**src/rtl/mips_loader_pkg.sv**
```systemverilog
// mips_loader_pkg: loader state encoding, byte framing constants and the instruction word type.
package mips_loader_pkg;
    typedef enum logic [2:0] {IDLE, HDR, DATA, CSUM, DONE} state_e;
    localparam int HDR_BYTES      = 2;
    localparam int BYTES_PER_WORD = 4;
    typedef logic [31:0] word_t;
endpackage

```
**src/rtl/byte_packer.sv**
```systemverilog
// byte_packer: shifts bytes MSB-first into a 32-bit word and flags the fourth byte of each word.
module byte_packer
    import mips_loader_pkg::*;
(
    input  logic       clk,
    input  logic       reset,
    input  logic       clr_i,
    input  logic       byte_en_i,
    input  logic [7:0] byte_i,
    output logic [1:0] cnt_o,
    output word_t      word_o,
    output logic       word_valid_o
);
    logic [1:0] cnt_q, cnt_d;
    word_t      sh_q, sh_d;
    assign word_o       = {sh_q[23:0], byte_i};
    assign word_valid_o = byte_en_i && cnt_q == 2'(BYTES_PER_WORD - 1);
    assign cnt_o        = cnt_q;
    always_comb begin
        cnt_d = clr_i ? 2'd0 : byte_en_i ? cnt_q + 2'd1 : cnt_q;
        sh_d  = byte_en_i ? word_o : sh_q;
    end
    always_ff @(posedge clk) begin
        if (reset) begin
            cnt_q <= '0;
            sh_q  <= '0;
        end else begin
            cnt_q <= cnt_d;
            sh_q  <= sh_d;
        end
    end
endmodule

```
**src/rtl/imem_loader.sv**
```systemverilog
// imem_loader: loads a length-prefixed byte image into instruction memory while holding the core in reset.
// Defining IMEM_LOADER_CHECKSUM_EN adds a trailing XOR checksum word verified before DONE.
module imem_loader
    import mips_loader_pkg::*;
#(
    parameter int ADDR_W = 8
) (
    input  logic              clk,
    input  logic              reset,
    input  logic              start,
    input  logic              in_valid,
    input  logic [7:0]        in_data,
    output logic              in_ready,
    output logic              imem_we,
    output logic [ADDR_W-1:0] imem_addr,
    output logic [31:0]       imem_wdata,
    output logic              core_reset,
    output logic              busy,
    output logic              done,
    output logic              error
);
    localparam logic [32:0] DEPTH = 33'd1 << ADDR_W;
`ifdef IMEM_LOADER_CHECKSUM_EN
    localparam state_e LAST_NEXT = CSUM;
    word_t csum_q, csum_d;
`else
    localparam state_e LAST_NEXT = DONE;
`endif
    state_e            state_q, state_d;
    logic [15:0]       n_q, n_d;
    logic [ADDR_W:0]   idx_q, idx_d;
    logic              we_q, we_d;
    logic [ADDR_W-1:0] addr_q, addr_d;
    word_t             wdata_q, wdata_d;
    logic              done_q, done_d, error_q, error_d, core_reset_q;
    logic              byte_en, hdr_last, clr, word_valid, bad_n, last_word;
    logic [1:0]        cnt;
    word_t             word;
    assign in_ready   = state_q inside {HDR, DATA, CSUM};
    assign busy       = state_q != IDLE;
    assign byte_en    = in_valid && in_ready;
    assign hdr_last   = state_q == HDR && byte_en && cnt == 2'(HDR_BYTES - 1);
    assign clr        = state_q == IDLE || hdr_last;
    assign bad_n      = word[15:0] == 16'd0 || {17'd0, word[15:0]} > DEPTH;
    assign last_word  = 33'(idx_q) + 33'd1 == {17'd0, n_q};
    assign imem_we    = we_q;
    assign imem_addr  = addr_q;
    assign imem_wdata = wdata_q;
    assign done       = done_q;
    assign error      = error_q;
    assign core_reset = core_reset_q;
    byte_packer u_packer (
        .clk         (clk),
        .reset       (reset),
        .clr_i       (clr),
        .byte_en_i   (byte_en),
        .byte_i      (in_data),
        .cnt_o       (cnt),
        .word_o      (word),
        .word_valid_o(word_valid)
    );
    always_comb begin
        state_d = state_q;
        n_d     = n_q;
        idx_d   = idx_q;
        we_d    = 1'b0;
        addr_d  = addr_q;
        wdata_d = wdata_q;
        done_d  = done_q;
        error_d = error_q;
`ifdef IMEM_LOADER_CHECKSUM_EN
        csum_d  = csum_q;
`endif
        case (state_q)
            IDLE: if (start) begin
                state_d = HDR;
                done_d  = 1'b0;
                error_d = 1'b0;
                idx_d   = '0;
                addr_d  = '0;
`ifdef IMEM_LOADER_CHECKSUM_EN
                csum_d  = '0;
`endif
            end
            HDR: if (hdr_last) begin
                n_d     = word[15:0];
                state_d = bad_n ? IDLE : DATA;
                error_d = bad_n;
            end
            DATA: if (word_valid) begin
                we_d    = 1'b1;
                addr_d  = idx_q[ADDR_W-1:0];
                wdata_d = word;
                idx_d   = idx_q + 1'b1;
`ifdef IMEM_LOADER_CHECKSUM_EN
                csum_d  = csum_q ^ word;
`endif
                state_d = last_word ? LAST_NEXT : DATA;
            end
`ifdef IMEM_LOADER_CHECKSUM_EN
            // csum_q already holds the XOR of all N data words here
            CSUM: if (word_valid) begin
                state_d = word == csum_q ? DONE : IDLE;
                error_d = word != csum_q;
            end
`endif
            DONE: begin
                done_d  = 1'b1;
                state_d = IDLE;
            end
            default: state_d = IDLE;
        endcase
    end
    always_ff @(posedge clk) begin
        if (reset) begin
            state_q      <= IDLE;
            n_q          <= '0;
            idx_q        <= '0;
            we_q         <= 1'b0;
            addr_q       <= '0;
            wdata_q      <= '0;
            done_q       <= 1'b0;
            error_q      <= 1'b0;
            core_reset_q <= 1'b1;
        end else begin
            state_q      <= state_d;
            n_q          <= n_d;
            idx_q        <= idx_d;
            we_q         <= we_d;
            addr_q       <= addr_d;
            wdata_q      <= wdata_d;
            done_q       <= done_d;
            error_q      <= error_d;
            core_reset_q <= busy;
        end
    end
`ifdef IMEM_LOADER_CHECKSUM_EN
    always_ff @(posedge clk) csum_q <= reset ? '0 : csum_d;
`endif
endmodule

```
**config.mk**
```make
export PLATFORM = sky130hd
export DESIGN_NAME = imem_loader
export DESIGN_NICKNAME = d
export VERILOG_FILES = /design/src/rtl/mips_loader_pkg.sv /design/src/rtl/byte_packer.sv /design/src/rtl/imem_loader.sv
export SDC_FILE = /design/constraint.sdc
export NUM_CORES = 1
export LEC_CHECK = 0
export CAP_MARGIN = 20
export CORE_ASPECT_RATIO = 1.75
export CORE_UTILIZATION = 49
export CTS_CLUSTER_SIZE = 40
export DETAILED_ROUTE_END_ITERATION = 7
export PLACE_DENSITY = 0.86
export SLEW_MARGIN = 25
export SYNTH_ARGS = -nofsm -noshare
export SYNTH_HDL_FRONTEND = slang
export SYNTH_HIERARCHICAL = 1
export SYNTH_SLANG_ARGS = --single-unit
```
**constraint.sdc**
```tcl
create_clock -name clk -period 2 [get_ports clk]
set_input_delay 0.6 -clock clk [delete_from_list [all_inputs] [get_ports clk]]
set_output_delay 0.6 -clock clk [all_outputs]
set_load 0.005 [all_outputs]
```
Yosys cells after proc, flatten, opt, wreduce, memory -nomap -nowiden

Index checks and enable logic that the tools add are counted.

Bits in latches: 0
Output and inout port bits: 46
Input port bits: 12
Bits in read-only memories: 0
Memory bits (writable): 0
Memories kept: 0
Register bits after elaboration: 98
Word-level logic and storage cells: 64

Add/subtract/negate cells: 3
Bitwise operators: 1
Equal/unequal tests: 10
Reductions and logical operators: 21
Multiplexer cells: 17
$mul: 0
Divide/modulo/power cells: 0
Shift operators: 0
Magnitude comparators: 1

Operators with widths:

| cell                                                 | count |
|---|---|
| two-way mux 9 bit                                    | 2 |
| one-hot mux 9 bit (2 select lines)                   | 1 |
| equality test 10 x 16 -> 1 bit                       | 1 |
| > comparator 16 x 9 -> 1 bit (second input constant) | 1 |
| zero test 16 bit                                     | 1 |
| two-way mux 8 bit                                    | 2 |
| one-hot mux 8 bit (2 select lines)                   | 1 |
| two-way mux 3 bit                                    | 4 |
| adder 9 x 1 -> 10 bit (second input constant)        | 1 |
| adder 9 x 1 -> 9 bit (second input constant)         | 1 |
| one-hot mux 3 bit (3 select lines)                   | 1 |
| AND reduction 3 bit                                  | 3 |
| equality test 3 x 2 -> 1 bit (second input constant) | 2 |
| AND reduction 2 bit                                  | 3 |
| nonzero test 2 bit                                   | 3 |
| nonzero test 3 bit                                   | 2 |
| logical AND 1 bit                                    | 4 |
| != test 2 bit (second input constant)                | 2 |
| one-hot mux 1 bit (2 select lines)                   | 2 |
| OR reduction 2 bit                                   | 2 |
| equality test 3 x 1 -> 1 bit (second input constant) | 1 |
| equality test 3 bit (second input constant)          | 1 |
| zero test 3 bit                                      | 1 |
| two-way mux 1 bit                                    | 3 |
| other kinds (7)                                      | 8 |

Depth between registers and ports, before layout

Gate-level depths: netlist of the first run.

Word-level depth: 7
Depth in mapped cells: 13
Depth with buffers taken out: 9

By module

Netlist of the first run, hierarchy kept.

Modules (own cells, without submodules):

| module      | cells an instance | area an instance (um2) | instances |
|---|---|---|---|
| imem_loader | 377               | 2,986.6                | 1 |
| byte_packer | 94                | 1,023.5                | 1 |

Worst setup path after synthesis of the first run

No wires, ideal clock.

Path type: flip-flop to flip-flop
Start: register state_q[0]
End: register idx_q[1]
Arrival time: 2,059 ps
Slack: -119 ps
Cell stages (with the launch flop): 12
Buffers on the path: 3
Clock period less this slack: 2,119 ps
Cells stage by stage: dfxtp_1 -> buf_2 -> nor2_1 -> nor2_1 -> and2_1 -> buf_6 -> buf_12 -> and2_1 -> nand2_1 -> nand2_1 -> nor2_1 -> a22o_1

Cells in the longest elaborated chain, start to end: 6
Elaborated cells on any way between the ends: 12
Classes of those cells: 5 x eq/ne; 1 x mux; 6 x reduce/logical

RTL lines:

| item                                                                                | RTL line           | text |
|---|---|---|
| start: declaration                                                                  | imem_loader.sv:29  | `state_e state_q, state_d;` |
| start signal: assignment                                                            | imem_loader.sv:126 | `state_q <= state_d;` |
| equality test 3 x 1 -> 1 bit / equality test 3 x 2 -> 1 bit (equally long branches) | imem_loader.sv:39  | `assign in_ready = state_q inside {HDR, DATA, CSUM};` |
| nonzero test 3 bit (*)                                                              | imem_loader.sv:39  |  |
| named net in_ready                                                                  | imem_loader.sv:13  | `output logic in_ready,` |
| logical AND 1 bit (*)                                                               | imem_loader.sv:41  | `assign byte_en = in_valid && in_ready;` |
| named net byte_en                                                                   | imem_loader.sv:36  | `logic byte_en, hdr_last, clr, word_valid, bad_n, last_word;` |
| logical AND 1 bit (*)                                                               | byte_packer.sv:17  | `assign word_valid_o = byte_en_i && cnt_q == 2'(BYTES_PER_WORD - 1);` |
| named net word_valid                                                                | imem_loader.sv:36  |  |
| != test 2 x 1 -> 1 bit (no line) (*)                                                | n/a                |  |
| AND reduction 3 bit (no line) (*)                                                   | n/a                |  |
| end signal: assignment                                                              | imem_loader.sv:128 | `idx_q <= idx_d;` |
| end: declaration                                                                    | imem_loader.sv:31  | `logic [ADDR_W:0] idx_q, idx_d;` |

Mark *: on every way through the listed nets, which the timed path passes. The rest lies on a longest branch.
A chain may end at the register's enable or synchronous reset.

Worst setup path in the final report of the first run

Start: input in_valid
End: register idx_q[7]

Cells in the longest elaborated chain, start to end: 4

RTL lines:

| item                             | RTL line          | text |
|---|---|---|
| start: declaration               | imem_loader.sv:11 | `input logic in_valid,` |
| logical AND 1 bit                | imem_loader.sv:41 |  |
| named net byte_en                | imem_loader.sv:36 |  |
| logical AND 1 bit                | byte_packer.sv:17 |  |
| named net word_valid             | imem_loader.sv:36 |  |
| != test 2 x 1 -> 1 bit (no line) | n/a               |  |
| AND reduction 3 bit (no line)    | n/a               |  |

The timed path passes the listed nets, and every way through them passes these cells.

==> results of run 1 <==
## cells in the mapped netlist, types with 2 or more instances
library cell	number
a41oi_1	2
dfxtp_1	98
nand2_1	110
nor3_1	10
o21ai_0	2
buf_12	2
buf_4	11
and3_1	4
a22o_1	8
xnor2_1	7
clkbuf_1	16
inv_1	6
buf_2	8
buf_6	2
o21ai_1	6
nand3_1	3
a22oi_1	2
xor2_1	6
mux2i_1	25
ha_1	2
and2_1	5
nor4_1	5
nand4_1	4
nor2_1	45
a21oi_1	60
o22ai_1	2
nand2b_1	2
## worst max path at each step
stage	end	slack, ns	depth (start not counted)
6_report	idx_q[7]$_SDFFE_PP0P_	0.07	7
5_1_grt	idx_q[8]$_SDFFE_PP0P_	0.02	11
4_1_cts	imem_wdata[7]$_SDFFE_PP0P_	0.02	9
3_5_place_dp	state_q[1]$_SDFFE_PP0P_	-0.27	7
3_3_place_gp	state_q[1]$_SDFFE_PP0P_	-0.26	7
2_1_floorplan	imem_wdata[12]$_SDFFE_PP0P_	-0.03	12
## power breakdown
group	internal [mW]	total (mW)	switching, mW
clock	1.13	1.84	0.712
sequential	2.00	2.05	0.0536
combinational	0.234	0.481	0.247
## metrics by stage
stage	setup TNS, ns	cell area [um2]	util [%]
2_1_floorplan	-0.5417	4016	-
3_3_place_gp	-7.350	4753	60.10
3_5_place_dp	-8.807	4753	60.10
4_1_cts	0	5100	64.48
5_1_grt	0	5120	64.74
6_report	0	5120	64.74
## cells by family after synthesis
logic type      synth area share, %
simple gates                  21.53
fa+ha+maj                    0.6239
mux                           6.240
compound gates                13.17
xor+xnor                      2.839
buf+inv                       6.677
flops                         48.92
## worst max-delay path: stages
cell             delay, ns
clkdlybuf4s50_1       0.48
and2_1                0.15
and2_1                0.17
and2_1                0.22
buf_4                 0.19
o21ai_1               0.10
a311oi_1              0.27
## cell type report
type | count | area share, %
clock inverters | 5 | 1.686
flip-flops and latches | 98 | 38.44
multi-input cells | 328 | 35.24
inverters | 6 | 0.4399
clock buffers | 10 | 4.668
repair buffers | 92 | 17.33
well taps | 90 | 2.199
## state kept, by name, summed over array words and instances (netlist names)
register,flops
u_packer/cnt_o,2
state_q,3
idx_q,9
imem_addr,8
error,1
core_reset,1
n_q,16
done,1
imem_we,1
u_packer/sh_q,24
imem_wdata,32
## placed cells by master (no fill, tap or decap), types with 8 or more instances in the layout
cell type,n
dfxtp_1,95
nor3_1,8
mux2i_1,25
a21oi_1,60
buf_4,29
nor2_1,43
clkdlybuf4s50_1,54
a22o_1,8
nand2_1,109
clkbuf_16,9
## what timing repair did
item                       in CTS  in global routing
setup buffers                   1                  0
pin swaps                       2                  0
setup endpoints to repair       2                 35
hold endpoints to repair        0                  0
gates resized for setup         7                  6
## layer usage
metal,wire length [um],up-vias
met5,0,-
met4,337,0
met3,327,31
met2,5309,90
met1,3520,1649
li1,-,1708
==> flow_summary.html, run 1 <==
<table>
<tr><th>Metric</th><th>Value</th></tr>
<tr><th colspan="2">Status</th></tr>
<tr><td>Status</td><td>completed</td></tr>
<tr><th colspan="2">Layout</th></tr>
<tr><td>Area taken by flip-flops and latches</td><td>1968 um2</td></tr>
<tr><td>Fraction of layout cells with a size suffix above 1</td><td>11.69%</td></tr>
<tr><td>Antenna cell count</td><td>0</td></tr>
<tr><td>Filler Cells Inserted</td><td>636</td></tr>
<tr><td>Multi-input gate area</td><td>1804 um2</td></tr>
<tr><td>Net count, final</td><td>549</td></tr>
<tr><td>Area growth from synthesis to final layout</td><td>27.68%</td></tr>
<tr><td>Post-Layout Cell Count</td><td>629</td></tr>
<tr><th colspan="2">Pwr</th></tr>
<tr><td>Static leakage</td><td>1.872 nW</td></tr>
<tr><td>Maximum ir drop on the vdd rail</td><td>0.0006449 V</td></tr>
<tr><td>P per Cell Area</td><td>854.0 nW/um2</td></tr>
<tr><td>Total power draw</td><td>4.372 mW</td></tr>
<tr><th colspan="2">Drt</th></tr>
<tr><td>First drt pass iteration count</td><td>4</td></tr>
<tr><td>Number of design-rule violations left by the first detailed-router iteration</td><td>172</td></tr>
<tr><td>Vias</td><td>3478</td></tr>
<tr><td>Wire length reported by the detailed router</td><td>9.494 mm</td></tr>
<tr><td>DRT antenna net count</td><td>0</td></tr>
<tr><td>Detail-routed net length per standard cell</td><td>15.09 um</td></tr>
<tr><td>Routed via count divided by cell count</td><td>5.529</td></tr>
<tr><td>Final routed DRC violation total</td><td>0</td></tr>
<tr><th colspan="2">Worst setup path</th></tr>
<tr><td>Worst R2R End</td><td>idx_q[7]$_SDFFE_PP0P_</td></tr>
<tr><td>R2R Path Start</td><td>state_q[1]$_SDFFE_PP0P_</td></tr>
<tr><td>Data arrival time of the critical path</td><td>2.18 ns</td></tr>
<tr><td>Timing startpoint of the critical path</td><td>in_valid</td></tr>
<tr><td>Worst setup SP type</td><td>primary input</td></tr>
<tr><td>Worst reg-to-reg setup slack</td><td>0.11 ns</td></tr>
<tr><td>Required time worst endpoint</td><td>2.24 ns</td></tr>
<tr><td>Path type of the worst setup path</td><td>primary input to register</td></tr>
<tr><td>R2R depth</td><td>9</td></tr>
<tr><td>Sort of element at the end of the critical path</td><td>register</td></tr>
<tr><td>Maximum fanout encountered on the critical timing path</td><td>6</td></tr>
<tr><th colspan="2">GRT</th></tr>
<tr><td>Global-route track usage on met2</td><td>43.99%</td></tr>
<tr><td>Global routing met1 resource utilization</td><td>22.06%</td></tr>
<tr><td>Pin count of the biggest net entering global routing</td><td>76</td></tr>
<tr><td>Global routing's busiest layer</td><td>met2</td></tr>
<tr><td>Number of global-route vias before repair</td><td>3461</td></tr>
<tr><td>Residual overflow from global routing</td><td>0</td></tr>
<tr><td>Wire length of the first global-routing pass</td><td>15.46 mm</td></tr>
<tr><td>Total routing usage reported by global routing</td><td>23.04%</td></tr>
<tr><td>Met3 Resource Use GR</td><td>5.294%</td></tr>
<tr><td>Initial antenna violation count</td><td>0</td></tr>
<tr><th colspan="2">Logic synthesis</th></tr>
<tr><td>Fraction of synthesis flops using an asynchronous set or reset pin</td><td>0%</td></tr>
<tr><td>Number of flops mapped to enable cells by yosys</td><td>0</td></tr>
<tr><td>Post-Syn Area per Cell</td><td>8.514 um2</td></tr>
<tr><td>Library cells used by synthesis</td><td>45</td></tr>
<tr><td>Post-Syn Nets</td><td>485</td></tr>
<tr><td>Prevailing post-synth register cell</td><td>dfxtp_1</td></tr>
<tr><td>Cell taking the most area after synthesis</td><td>dfxtp_1</td></tr>
<tr><td>Synth area leaders</td><td>dfxtp_1 49%, nand2_1 10%, a21oi_1 7.5%</td></tr>
<tr><td>Summed instance area of the synthesized netlist</td><td>4010 um2</td></tr>
<tr><td>Flops &amp; latches, synth</td><td>98</td></tr>
<tr><td>Yosys warning total</td><td>6</td></tr>
<tr><td>Sequential area share after synthesis</td><td>48.92%</td></tr>
<tr><td>Area fraction of the dominant cell type after synthesis</td><td>48.92%</td></tr>
<tr><td>Synth Instances</td><td>471</td></tr>
<tr><th colspan="2">Floorplanning</th></tr>
<tr><td>Die Height</td><td>121.7 um</td></tr>
<tr><td>Area of the die</td><td>8564 um2</td></tr>
<tr><td>Initial Utilization</td><td>50.70%</td></tr>
<tr><td>Count of pins on the block boundary</td><td>58</td></tr>
<tr><td>Std-Cell Rows</td><td>43</td></tr>
<tr><td>Die outline width</td><td>70.39 um</td></tr>
<tr><td>Core Area</td><td>7909 um2</td></tr>
<tr><th colspan="2">Worst hold path</th></tr>
<tr><td>Number of cells traversed by the worst hold path</td><td>2</td></tr>
<tr><td>Type of the most critical hold path</td><td>register to register</td></tr>
<tr><td>Origin of the worst min-delay path</td><td>u_packer/sh_q[18]$_SDFFE_PP0P_</td></tr>
<tr><td>End point of the worst hold path</td><td>imem_wdata[26]$_SDFFE_PP0P_</td></tr>
<tr><th colspan="2">Timing</th></tr>
<tr><td>RSZ-0062 raised after global routing</td><td>false</td></tr>
<tr><td>Crit path setup slack, layout</td><td>0.06665 ns</td></tr>
<tr><td>F_max</td><td>517.2 MHz</td></tr>
<tr><td>Final max-slew violation count</td><td>0</td></tr>
<tr><td>Post-route clock skew</td><td>0.004994 ns</td></tr>
<tr><td>Share of the clock period used by the worst path</td><td>96.67%</td></tr>
<tr><td>Worst-Margin Slew</td><td>0.4331 ns</td></tr>
<tr><td>Relative slew margins</td><td>71.13%</td></tr>
<tr><td>Hold_ws</td><td>0.4532 ns</td></tr>
<tr><td>Number of setup violations in the final report</td><td>0</td></tr>
<tr><td>Hold violation total from the final report</td><td>0</td></tr>
<tr><td>Final period demand of the worst path</td><td>1.933 ns</td></tr>
<tr><th colspan="2">Clock network</th></tr>
<tr><td>CTS sink cnt</td><td>98</td></tr>
<tr><td>TritonCTS clock tree</td><td>done</td></tr>
<tr><td>Maximum level of the CTS H-tree</td><td>3</td></tr>
<tr><td>Maximum count of clock buffers along a single path</td><td>2</td></tr>
<tr><td>Number of buffers added by the clock tree synthesis step</td><td>9</td></tr>
<tr><td>Clock root buffer master</td><td>clkbuf_16</td></tr>
<tr><td>Clock Pin Slew Worst Setup and Hold Paths</td><td>0.07 ns</td></tr>
<tr><td>Insertion delay of the later-clocked pin in the worst-skew pair</td><td>0.33 ns</td></tr>
<tr><td>Post-cts hold buffer count</td><td>0</td></tr>
<tr><th colspan="2">Place</th></tr>
<tr><td>Dpl cells</td><td>613</td></tr>
<tr><td>Detailed Place HPWL</td><td>6.613 mm</td></tr>
<tr><td>I/O Buffers</td><td>57</td></tr>
<tr><td>Post-placement worst setup slack</td><td>-0.2716 ns</td></tr>
<tr><td>Gpl congestion</td><td>0.8238</td></tr>
<tr><th colspan="2">Flow run</th></tr>
<tr><td>Max capacitance violation total</td><td>0</td></tr>
</table>
No activity file was read; power rests on OpenSTA's default activity.
==> inputs of run 2 (changes only) <==
--- a/config.mk
+++ b/config.mk
@@ -6,11 +6,14 @@
 export NUM_CORES = 1
 export LEC_CHECK = 0
 export CAP_MARGIN = 20
+export CELL_PAD_IN_SITES_DETAIL_PLACEMENT = 1
+export CELL_PAD_IN_SITES_GLOBAL_PLACEMENT = 2
 export CORE_ASPECT_RATIO = 1.75
-export CORE_UTILIZATION = 49
+export CORE_UTILIZATION = 29
+export CTS_CLUSTER_DIAMETER = 120
 export CTS_CLUSTER_SIZE = 40
 export DETAILED_ROUTE_END_ITERATION = 7
-export PLACE_DENSITY = 0.86
+export PLACE_DENSITY = 0.85
 export SLEW_MARGIN = 25
 export SYNTH_ARGS = -nofsm -noshare
 export SYNTH_HDL_FRONTEND = slang
==> flow_summary.html, run 2 (synthesized netlist as in run 1, its figures left out) <==
<table>
<tr><th>Metric</th><th>Value</th></tr>
<tr><th colspan="2">GRT</th></tr>
<tr><td>Wire length of the first global-routing pass</td><td>18.22 mm</td></tr>
<tr><td>Initial antenna violation count</td><td>0</td></tr>
<tr><td>Total routing usage reported by global routing</td><td>16.38%</td></tr>
<tr><td>Number of global-route vias before repair</td><td>3700</td></tr>
<tr><td>Residual overflow from global routing</td><td>0</td></tr>
<tr><td>Pin count of the biggest net entering global routing</td><td>40</td></tr>
<tr><th colspan="2">Floorplanning</th></tr>
<tr><td>Count of pins on the block boundary</td><td>58</td></tr>
<tr><td>Std-Cell Rows</td><td>56</td></tr>
<tr><td>Area of the die</td><td>14320 um2</td></tr>
<tr><td>Die Height</td><td>157.6 um</td></tr>
<tr><td>Core Area</td><td>13450 um2</td></tr>
<tr><td>Die outline width</td><td>90.89 um</td></tr>
<tr><td>Initial Utilization</td><td>29.81%</td></tr>
<tr><th colspan="2">Clock network</th></tr>
<tr><td>Maximum count of clock buffers along a single path</td><td>2</td></tr>
<tr><td>Clock root buffer master</td><td>clkbuf_16</td></tr>
<tr><td>TritonCTS clock tree</td><td>done</td></tr>
<tr><td>Post-CTS Setup Inserts</td><td>0</td></tr>
<tr><td>CTS sink cnt</td><td>98</td></tr>
<tr><td>Number of buffers added by the clock tree synthesis step</td><td>9</td></tr>
<tr><td>Insertion delay of the later-clocked pin in the worst-skew pair</td><td>0.34 ns</td></tr>
<tr><td>Clock Pin Slew Worst Setup and Hold Paths</td><td>0.07 ns</td></tr>
<tr><td>Maximum level of the CTS H-tree</td><td>3</td></tr>
<tr><th colspan="2">Place</th></tr>
<tr><td>Post-placement cell area</td><td>4916 um2</td></tr>
<tr><td>I/O Buffers</td><td>57</td></tr>
<tr><td>Detailed Place HPWL</td><td>8.236 mm</td></tr>
<tr><td>Gpl congestion</td><td>0.8034</td></tr>
<tr><td>Post-placement worst setup slack</td><td>-0.4503 ns</td></tr>
<tr><th colspan="2">Drt</th></tr>
<tr><td>Detail-routed net length per standard cell</td><td>15.61 um</td></tr>
<tr><td>Vias</td><td>3472</td></tr>
<tr><td>Wire length reported by the detailed router</td><td>11.23 mm</td></tr>
<tr><td>Final routed DRC violation total</td><td>0</td></tr>
<tr><td>Number of design-rule violations left by the first detailed-router iteration</td><td>149</td></tr>
<tr><td>Routed via count divided by cell count</td><td>4.829</td></tr>
<tr><td>DRT antenna net count</td><td>0</td></tr>
<tr><td>First drt pass iteration count</td><td>4</td></tr>
<tr><th colspan="2">Layout</th></tr>
<tr><td>Core occupancy in the finished layout</td><td>39.14%</td></tr>
<tr><td>Antenna cell count</td><td>0</td></tr>
<tr><td>Number of flip-flops under the largest register name</td><td>32</td></tr>
<tr><td>Most common library cell in the layout ignoring fill and taps</td><td>nand2_1</td></tr>
<tr><td>Area growth from synthesis to final layout</td><td>31.29%</td></tr>
<tr><td>Cell area after layout</td><td>5265 um2</td></tr>
<tr><td>Leading cell types in the layout, fill and taps excluded</td><td>109 x nand2_1, 95 x dfxtp_1, 60 x a21oi_1</td></tr>
<tr><td>Net count, final</td><td>554</td></tr>
<tr><td>Filler Cells Inserted</td><td>1634</td></tr>
<tr><td>Fraction of layout cells with a size suffix above 1</td><td>13.39%</td></tr>
<tr><th colspan="2">Worst setup path</th></tr>
<tr><td>Buffers and inverters on the worst path</td><td>1</td></tr>
<tr><td>Crit path max-delay family</td><td>compound AO/OA/AOI/OAI gates</td></tr>
<tr><td>Crit path cell chain</td><td>clkdlybuf4s50_1, nor2b_1, nand4_1, a211oi_2, nor3_1, a41oi_2, a221oi_2</td></tr>
<tr><td>Required time worst endpoint</td><td>2.21 ns</td></tr>
<tr><td>Cell with the largest stage delay on the worst path</td><td>clkdlybuf4s50_1</td></tr>
<tr><td>Path type of the worst setup path</td><td>primary input to register</td></tr>
<tr><td>Worst setup SP type</td><td>primary input</td></tr>
<tr><td>Data arrival time of the critical path</td><td>2.12 ns</td></tr>
<tr><td>Maximum fanout encountered on the critical timing path</td><td>2</td></tr>
<tr><td>Sort of element at the end of the critical path</td><td>register</td></tr>
<tr><td>Largest incremental delay on the critical path</td><td>0.47 ns</td></tr>
<tr><th colspan="2">Timing</th></tr>
<tr><td>Hold_ws</td><td>0.4553 ns</td></tr>
<tr><td>Relative slew margins</td><td>70.56%</td></tr>
<tr><td>Total negative slack for setup checks</td><td>0 ns</td></tr>
<tr><td>Share of the clock period used by the worst path</td><td>95.61%</td></tr>
<tr><td>Post-route clock skew</td><td>0.006613 ns</td></tr>
<tr><td>F_max</td><td>522.9 MHz</td></tr>
<tr><td>Crit path setup slack, layout</td><td>0.08773 ns</td></tr>
<tr><td>Final max-slew violation count</td><td>0</td></tr>
<tr><td>Worst-Margin Slew</td><td>0.4416 ns</td></tr>
<tr><td>Hold violation total from the final report</td><td>0</td></tr>
<tr><td>Final period demand of the worst path</td><td>1.912 ns</td></tr>
<tr><td>Number of setup violations in the final report</td><td>0</td></tr>
<tr><th colspan="2">Flow run</th></tr>
<tr><td>Max capacitance violation total</td><td>0</td></tr>
<tr><th colspan="2">Status</th></tr>
<tr><td>Status</td><td>completed</td></tr>
<tr><th colspan="2">Worst hold path</th></tr>
<tr><td>Type of the most critical hold path</td><td>register to register</td></tr>
<tr><th colspan="2">Pwr</th></tr>
<tr><td>P per Cell Area</td><td>817.8 nW/um2</td></tr>
<tr><td>Maximum ir drop on the vdd rail</td><td>0.0004094 V</td></tr>
<tr><td>Static leakage</td><td>1.911 nW</td></tr>
</table>
==> run 2: changes by cell type in the layout (fill, tap and decap cells not counted), sizes merged <==
cell | before | now
buf | 36 | 41
bufinv | 2 | 1
clkbuf | 10 | 9
clkdlybuf4s50 | 54 | 51
clkinv | 2 | 3
clkinvlp | 0 | 1
dlygate4sd2 | 2 | 4
dlymetal6s2s | 0 | 1
inv | 7 | 8
==> run 2: path summary, 6_finish.rpt <==
path,from,endpoint,slack (ns),cells after the start
hold / removal,imem_wdata[26]$_SDFFE_PP0P_,imem_wdata[26]$_SDFFE_PP0P_,0.46,2
setup reg to reg,idx_q[1]$_SDFFE_PP0P_,state_q[1]$_SDFFE_PP0P_,0.10,7
hold reg to reg,imem_wdata[26]$_SDFFE_PP0P_,imem_wdata[26]$_SDFFE_PP0P_,0.46,2
setup / recovery,in_valid,state_q[1]$_SDFFE_PP0P_,0.09,7
==> run 2: worst min-delay path, cell delays in order (launching register included) <==
cell,delay (ns)
dfxtp_1,0.31
nand2_1,0.05
a21oi_1,0.05
==> run 2: area by class of cell <==
| class | instances | area (um2) | share of cell area [%] |
|---|---|---|---|
| Clock inverter | 7 | 76.32 | 1.450 |
| Sequential cell | 98 | 1968 | 37.38 |
| Multi-Input combinational cell | 328 | 1829 | 34.74 |
| Timing Repair Buffer | 97 | 925.9 | 17.59 |
| Tap cell | 174 | 217.7 | 4.135 |
| Inverter | 6 | 22.52 | 0.4278 |
| Clock buffer | 9 | 225.2 | 4.278 |
==> run 2: routing by layer <==
| layer | wire, um | global-route usage (%) | up-vias |
|---|---|---|---|
| met4 | 484 | 10.28 | 0 |
| met2 | 6261 | 31.93 | 68 |
| li1 | - | - | 1724 |
| met5 | 0 | 0 | - |
| met1 | 4236 | 15.94 | 1648 |
| met3 | 243 | 2.367 | 32 |
==> run 2: per-stage QoR <==
| step | std cells | power (mW) |
|---|---|---|
| after floorplan | 471 | 2.391 |
| after detailed placement | 703 | 2.580 |
| after CTS | 719 | 4.370 |
| after global routing | 719 | 4.489 |
| final | 719 | 4.306 |
| after global placement | 703 | 2.563 |
==> run 2: what timing repair did <==
item                       in CTS  in global routing
cloned                          0                  0
resized for setup              12                  5
pin swaps                       3                  1
hold buffers                    0                  0
setup endpoints to repair       4                 25
==> run 2: power by group <==
part | leakage (nW) | switching, mW | internal (mW)
Clock | 0.148 | 0.779 | 0.981
Combinational | 0.971 | 0.268 | 0.234
Sequential | 0.792 | 0.0499 | 1.99
Total | 1.91 | 1.10 | 3.21
==> inputs of run 3 (changes only) <==
--- a/config.mk
+++ b/config.mk
@@ -13,7 +13,7 @@
 export CTS_CLUSTER_DIAMETER = 120
 export CTS_CLUSTER_SIZE = 40
 export DETAILED_ROUTE_END_ITERATION = 7
-export PLACE_DENSITY = 0.85
+export PLACE_DENSITY_LB_ADDON = 0.1
 export SLEW_MARGIN = 25
 export SYNTH_ARGS = -nofsm -noshare
 export SYNTH_HDL_FRONTEND = slang
==> flow_summary.html, run 3 (synthesized netlist as in run 1, its figures left out) <==
<table>
<tr><th>Metric</th><th>Value</th></tr>
<tr><th colspan="2">Worst setup path</th></tr>
<tr><td>Path type of the worst setup path</td><td>primary input to register</td></tr>
<tr><td>R2R depth</td><td>6</td></tr>
<tr><td>Worst setup SP type</td><td>primary input</td></tr>
<tr><td>Required time worst endpoint</td><td>2.26 ns</td></tr>
<tr><td>R2R Path Start</td><td>idx_q[3]$_SDFFE_PP0P_</td></tr>
<tr><td>Maximum fanout encountered on the critical timing path</td><td>2</td></tr>
<tr><td>Data arrival time of the critical path</td><td>2.18 ns</td></tr>
<tr><td>Worst R2R End</td><td>state_q[1]$_SDFFE_PP0P_</td></tr>
<tr><td>Sort of element at the end of the critical path</td><td>register</td></tr>
<tr><td>Worst reg-to-reg setup slack</td><td>0.16 ns</td></tr>
<tr><th colspan="2">Timing</th></tr>
<tr><td>Number of setup violations in the final report</td><td>0</td></tr>
<tr><td>F_max</td><td>521.1 MHz</td></tr>
<tr><td>Share of the clock period used by the worst path</td><td>95.96%</td></tr>
<tr><td>Worst-Margin Slew</td><td>0.4702 ns</td></tr>
<tr><td>Final period demand of the worst path</td><td>1.919 ns</td></tr>
<tr><td>Relative slew margins</td><td>68.65%</td></tr>
<tr><td>Post-route clock skew</td><td>0.008711 ns</td></tr>
<tr><td>Hold violation total from the final report</td><td>0</td></tr>
<tr><td>Final max-slew violation count</td><td>0</td></tr>
<tr><td>Crit path setup slack, layout</td><td>0.08090 ns</td></tr>
<tr><td>Hold_ws</td><td>0.4549 ns</td></tr>
<tr><th colspan="2">Flow run</th></tr>
<tr><td>Max capacitance violation total</td><td>0</td></tr>
<tr><th colspan="2">GRT</th></tr>
<tr><td>Total routing usage reported by global routing</td><td>17.66%</td></tr>
<tr><td>Wire length of the first global-routing pass</td><td>19.13 mm</td></tr>
<tr><td>Initial antenna violation count</td><td>0</td></tr>
<tr><td>Residual overflow from global routing</td><td>0</td></tr>
<tr><td>Pin count of the biggest net entering global routing</td><td>78</td></tr>
<tr><td>Number of global-route vias before repair</td><td>3642</td></tr>
<tr><th colspan="2">Floorplanning</th></tr>
<tr><td>Die outline width</td><td>90.89 um</td></tr>
<tr><td>Count of pins on the block boundary</td><td>58</td></tr>
<tr><td>Core Area</td><td>13450 um2</td></tr>
<tr><td>Initial Utilization</td><td>29.81%</td></tr>
<tr><td>Area of the die</td><td>14320 um2</td></tr>
<tr><td>Die Height</td><td>157.6 um</td></tr>
<tr><td>Std-Cell Rows</td><td>56</td></tr>
<tr><th colspan="2">Layout</th></tr>
<tr><td>Post-Layout Cell Count</td><td>727</td></tr>
<tr><td>Antenna cell count</td><td>0</td></tr>
<tr><td>Most common library cell in the layout ignoring fill and taps</td><td>nand2_1</td></tr>
<tr><td>Net count, final</td><td>562</td></tr>
<tr><td>Area growth from synthesis to final layout</td><td>32.29%</td></tr>
<tr><td>Leading cell types in the layout, fill and taps excluded</td><td>109 x nand2_1, 94 x dfxtp_1, 60 x a21oi_1</td></tr>
<tr><td>Fraction of layout cells with a size suffix above 1</td><td>15.19%</td></tr>
<tr><td>Number of flip-flops under the largest register name</td><td>32</td></tr>
<tr><td>Filler Cells Inserted</td><td>1595</td></tr>
<tr><th colspan="2">Pwr</th></tr>
<tr><td>P per Cell Area</td><td>806.2 nW/um2</td></tr>
<tr><td>Net Sw Power</td><td>1.123 mW</td></tr>
<tr><td>Static leakage</td><td>1.935 nW</td></tr>
<tr><td>Clock share of power</td><td>40.2%</td></tr>
<tr><td>Internal Pwr Total</td><td>3.154 mW</td></tr>
<tr><td>Fraction of power spent switching nets</td><td>26.25%</td></tr>
<tr><td>Total power draw</td><td>4.277 mW</td></tr>
<tr><td>Maximum ir drop on the vdd rail</td><td>0.0004906 V</td></tr>
<tr><td>Fraction of power consumed by sequential logic</td><td>47.9%</td></tr>
<tr><td>Part of the power in combinational logic</td><td>11.9%</td></tr>
<tr><th colspan="2">Worst hold path</th></tr>
<tr><td>End point of the worst hold path</td><td>imem_wdata[9]$_SDFFE_PP0P_</td></tr>
<tr><td>Type of the most critical hold path</td><td>register to register</td></tr>
<tr><td>Origin of the worst min-delay path</td><td>imem_wdata[9]$_SDFFE_PP0P_</td></tr>
<tr><td>Number of cells traversed by the worst hold path</td><td>2</td></tr>
<tr><th colspan="2">Drt</th></tr>
<tr><td>Number of design-rule violations left by the first detailed-router iteration</td><td>85</td></tr>
<tr><td>First drt pass iteration count</td><td>4</td></tr>
<tr><td>Wire length reported by the detailed router</td><td>12.09 mm</td></tr>
<tr><td>Routed via count divided by cell count</td><td>4.794</td></tr>
<tr><td>Vias</td><td>3485</td></tr>
<tr><td>Detail-routed net length per standard cell</td><td>16.63 um</td></tr>
<tr><td>DRT antenna net count</td><td>0</td></tr>
<tr><td>Final routed DRC violation total</td><td>0</td></tr>
<tr><th colspan="2">Clock network</th></tr>
<tr><td>Clock Pin Slew Worst Setup and Hold Paths</td><td>0.07 ns</td></tr>
<tr><td>Clock root buffer master</td><td>clkbuf_16</td></tr>
<tr><td>Maximum count of clock buffers along a single path</td><td>2</td></tr>
<tr><td>Post-cts hold buffer count</td><td>0</td></tr>
<tr><td>Maximum level of the CTS H-tree</td><td>3</td></tr>
<tr><td>CTS sink cnt</td><td>98</td></tr>
<tr><td>Number of buffers added by the clock tree synthesis step</td><td>9</td></tr>
<tr><td>Insertion delay of the later-clocked pin in the worst-skew pair</td><td>0.35 ns</td></tr>
<tr><td>TritonCTS clock tree</td><td>done</td></tr>
<tr><th colspan="2">Place</th></tr>
<tr><td>Gpl congestion</td><td>0.8146</td></tr>
<tr><td>Dpl cells</td><td>709</td></tr>
<tr><td>Detailed Place HPWL</td><td>8.806 mm</td></tr>
<tr><td>I/O Buffers</td><td>57</td></tr>
<tr><td>Post-placement worst setup slack</td><td>-0.2867 ns</td></tr>
<tr><th colspan="2">Status</th></tr>
<tr><td>Status</td><td>completed</td></tr>
</table>
run 3: cell count changes in the layout (fill, tap and decap cells not counted), sizes merged:
cell,change
clkinv,+1
clkbuf,+2
bufinv,-1
buf,+8
inv,-2
dlygate4sd2,-2
clkdlybuf4s50,+1
dlymetal6s2s,+1
run 3: routing by layer:
layer	vias to the layer above	global-route usage, %	wire [um]
met1	1672	17.67	4611
met3	27	3.623	312
met2	59	33.66	6650
met5	-	0	0
li1	1727	-	-
met4	0	9.751	514
run 3: through the flow:
stage	setup TNS [ns]	area [um2]	utilization [%]
5_1_grt	-0.02406	5305	39.43
3_5_place_dp	-12.90	4936	36.69
4_1_cts	0	5246	39.00
3_3_place_gp	-11.36	4936	36.69
2_1_floorplan	-0.5417	4016	-
6_report	0	5305	39.43
run 3: worst max path at each step:
stage               cells after the start                     endpoint               startpoint  slack (ns)
finish                                  7      state_q[1]$_SDFFE_PP0P_                 in_valid        0.08
CTS                                     9  imem_wdata[25]$_SDFFE_PP0P_  state_q[1]$_SDFFE_PP0P_        0.01
global placement                        7  imem_wdata[15]$_SDFFE_PP0P_                 in_valid       -0.28
global route                           10      state_q[1]$_SDFFE_PP0P_  state_q[1]$_SDFFE_PP0P_       -0.02
detailed placement                      7  imem_wdata[15]$_SDFFE_PP0P_                 in_valid       -0.29
floorplan                              12  imem_wdata[12]$_SDFFE_PP0P_  state_q[0]$_SDFFE_PP0P_       -0.03
run 3: layout make-up:
cell class / count / area, um2 / area share (%)
tap: 174 / 217.7 / 4.104
multi-input combinational: 328 / 1832 / 34.53
clock buffer: 11 / 252.7 / 4.764
inverter: 6 / 22.52 / 0.4245
clock inverter: 5 / 38.79 / 0.7311
timing repair buffer: 105 / 969.7 / 18.28
sequential: 98 / 1972 / 37.17
run 3: worst max-delay path, stage by stage:
cell and delay, ns:
clkdlybuf4s50_1 0.48, nor2b_1 0.20, nand4_1 0.16, a211oi_2 0.28
nor3_2 0.09, buf_4 0.14, a221oi_2 0.23
run 3: power groups by stage:
stage | logic (mW) | registers (mW) | clock network (mW)
floorplan | 0.326 | 2.07 | 0
global placement | 0.475 | 2.09 | 0
detailed placement | 0.483 | 2.09 | 0
CTS | 0.487 | 2.05 | 1.76
global route | 0.560 | 2.06 | 1.84
finish | 0.507 | 2.05 | 1.72
run 3: timing repair:
action / in CTS / in global routing
resized for setup: 8 / 13
endpoints found under the setup margin: 2 / 40
setup buffers: 1 / 1
pin swaps: 2 / 3
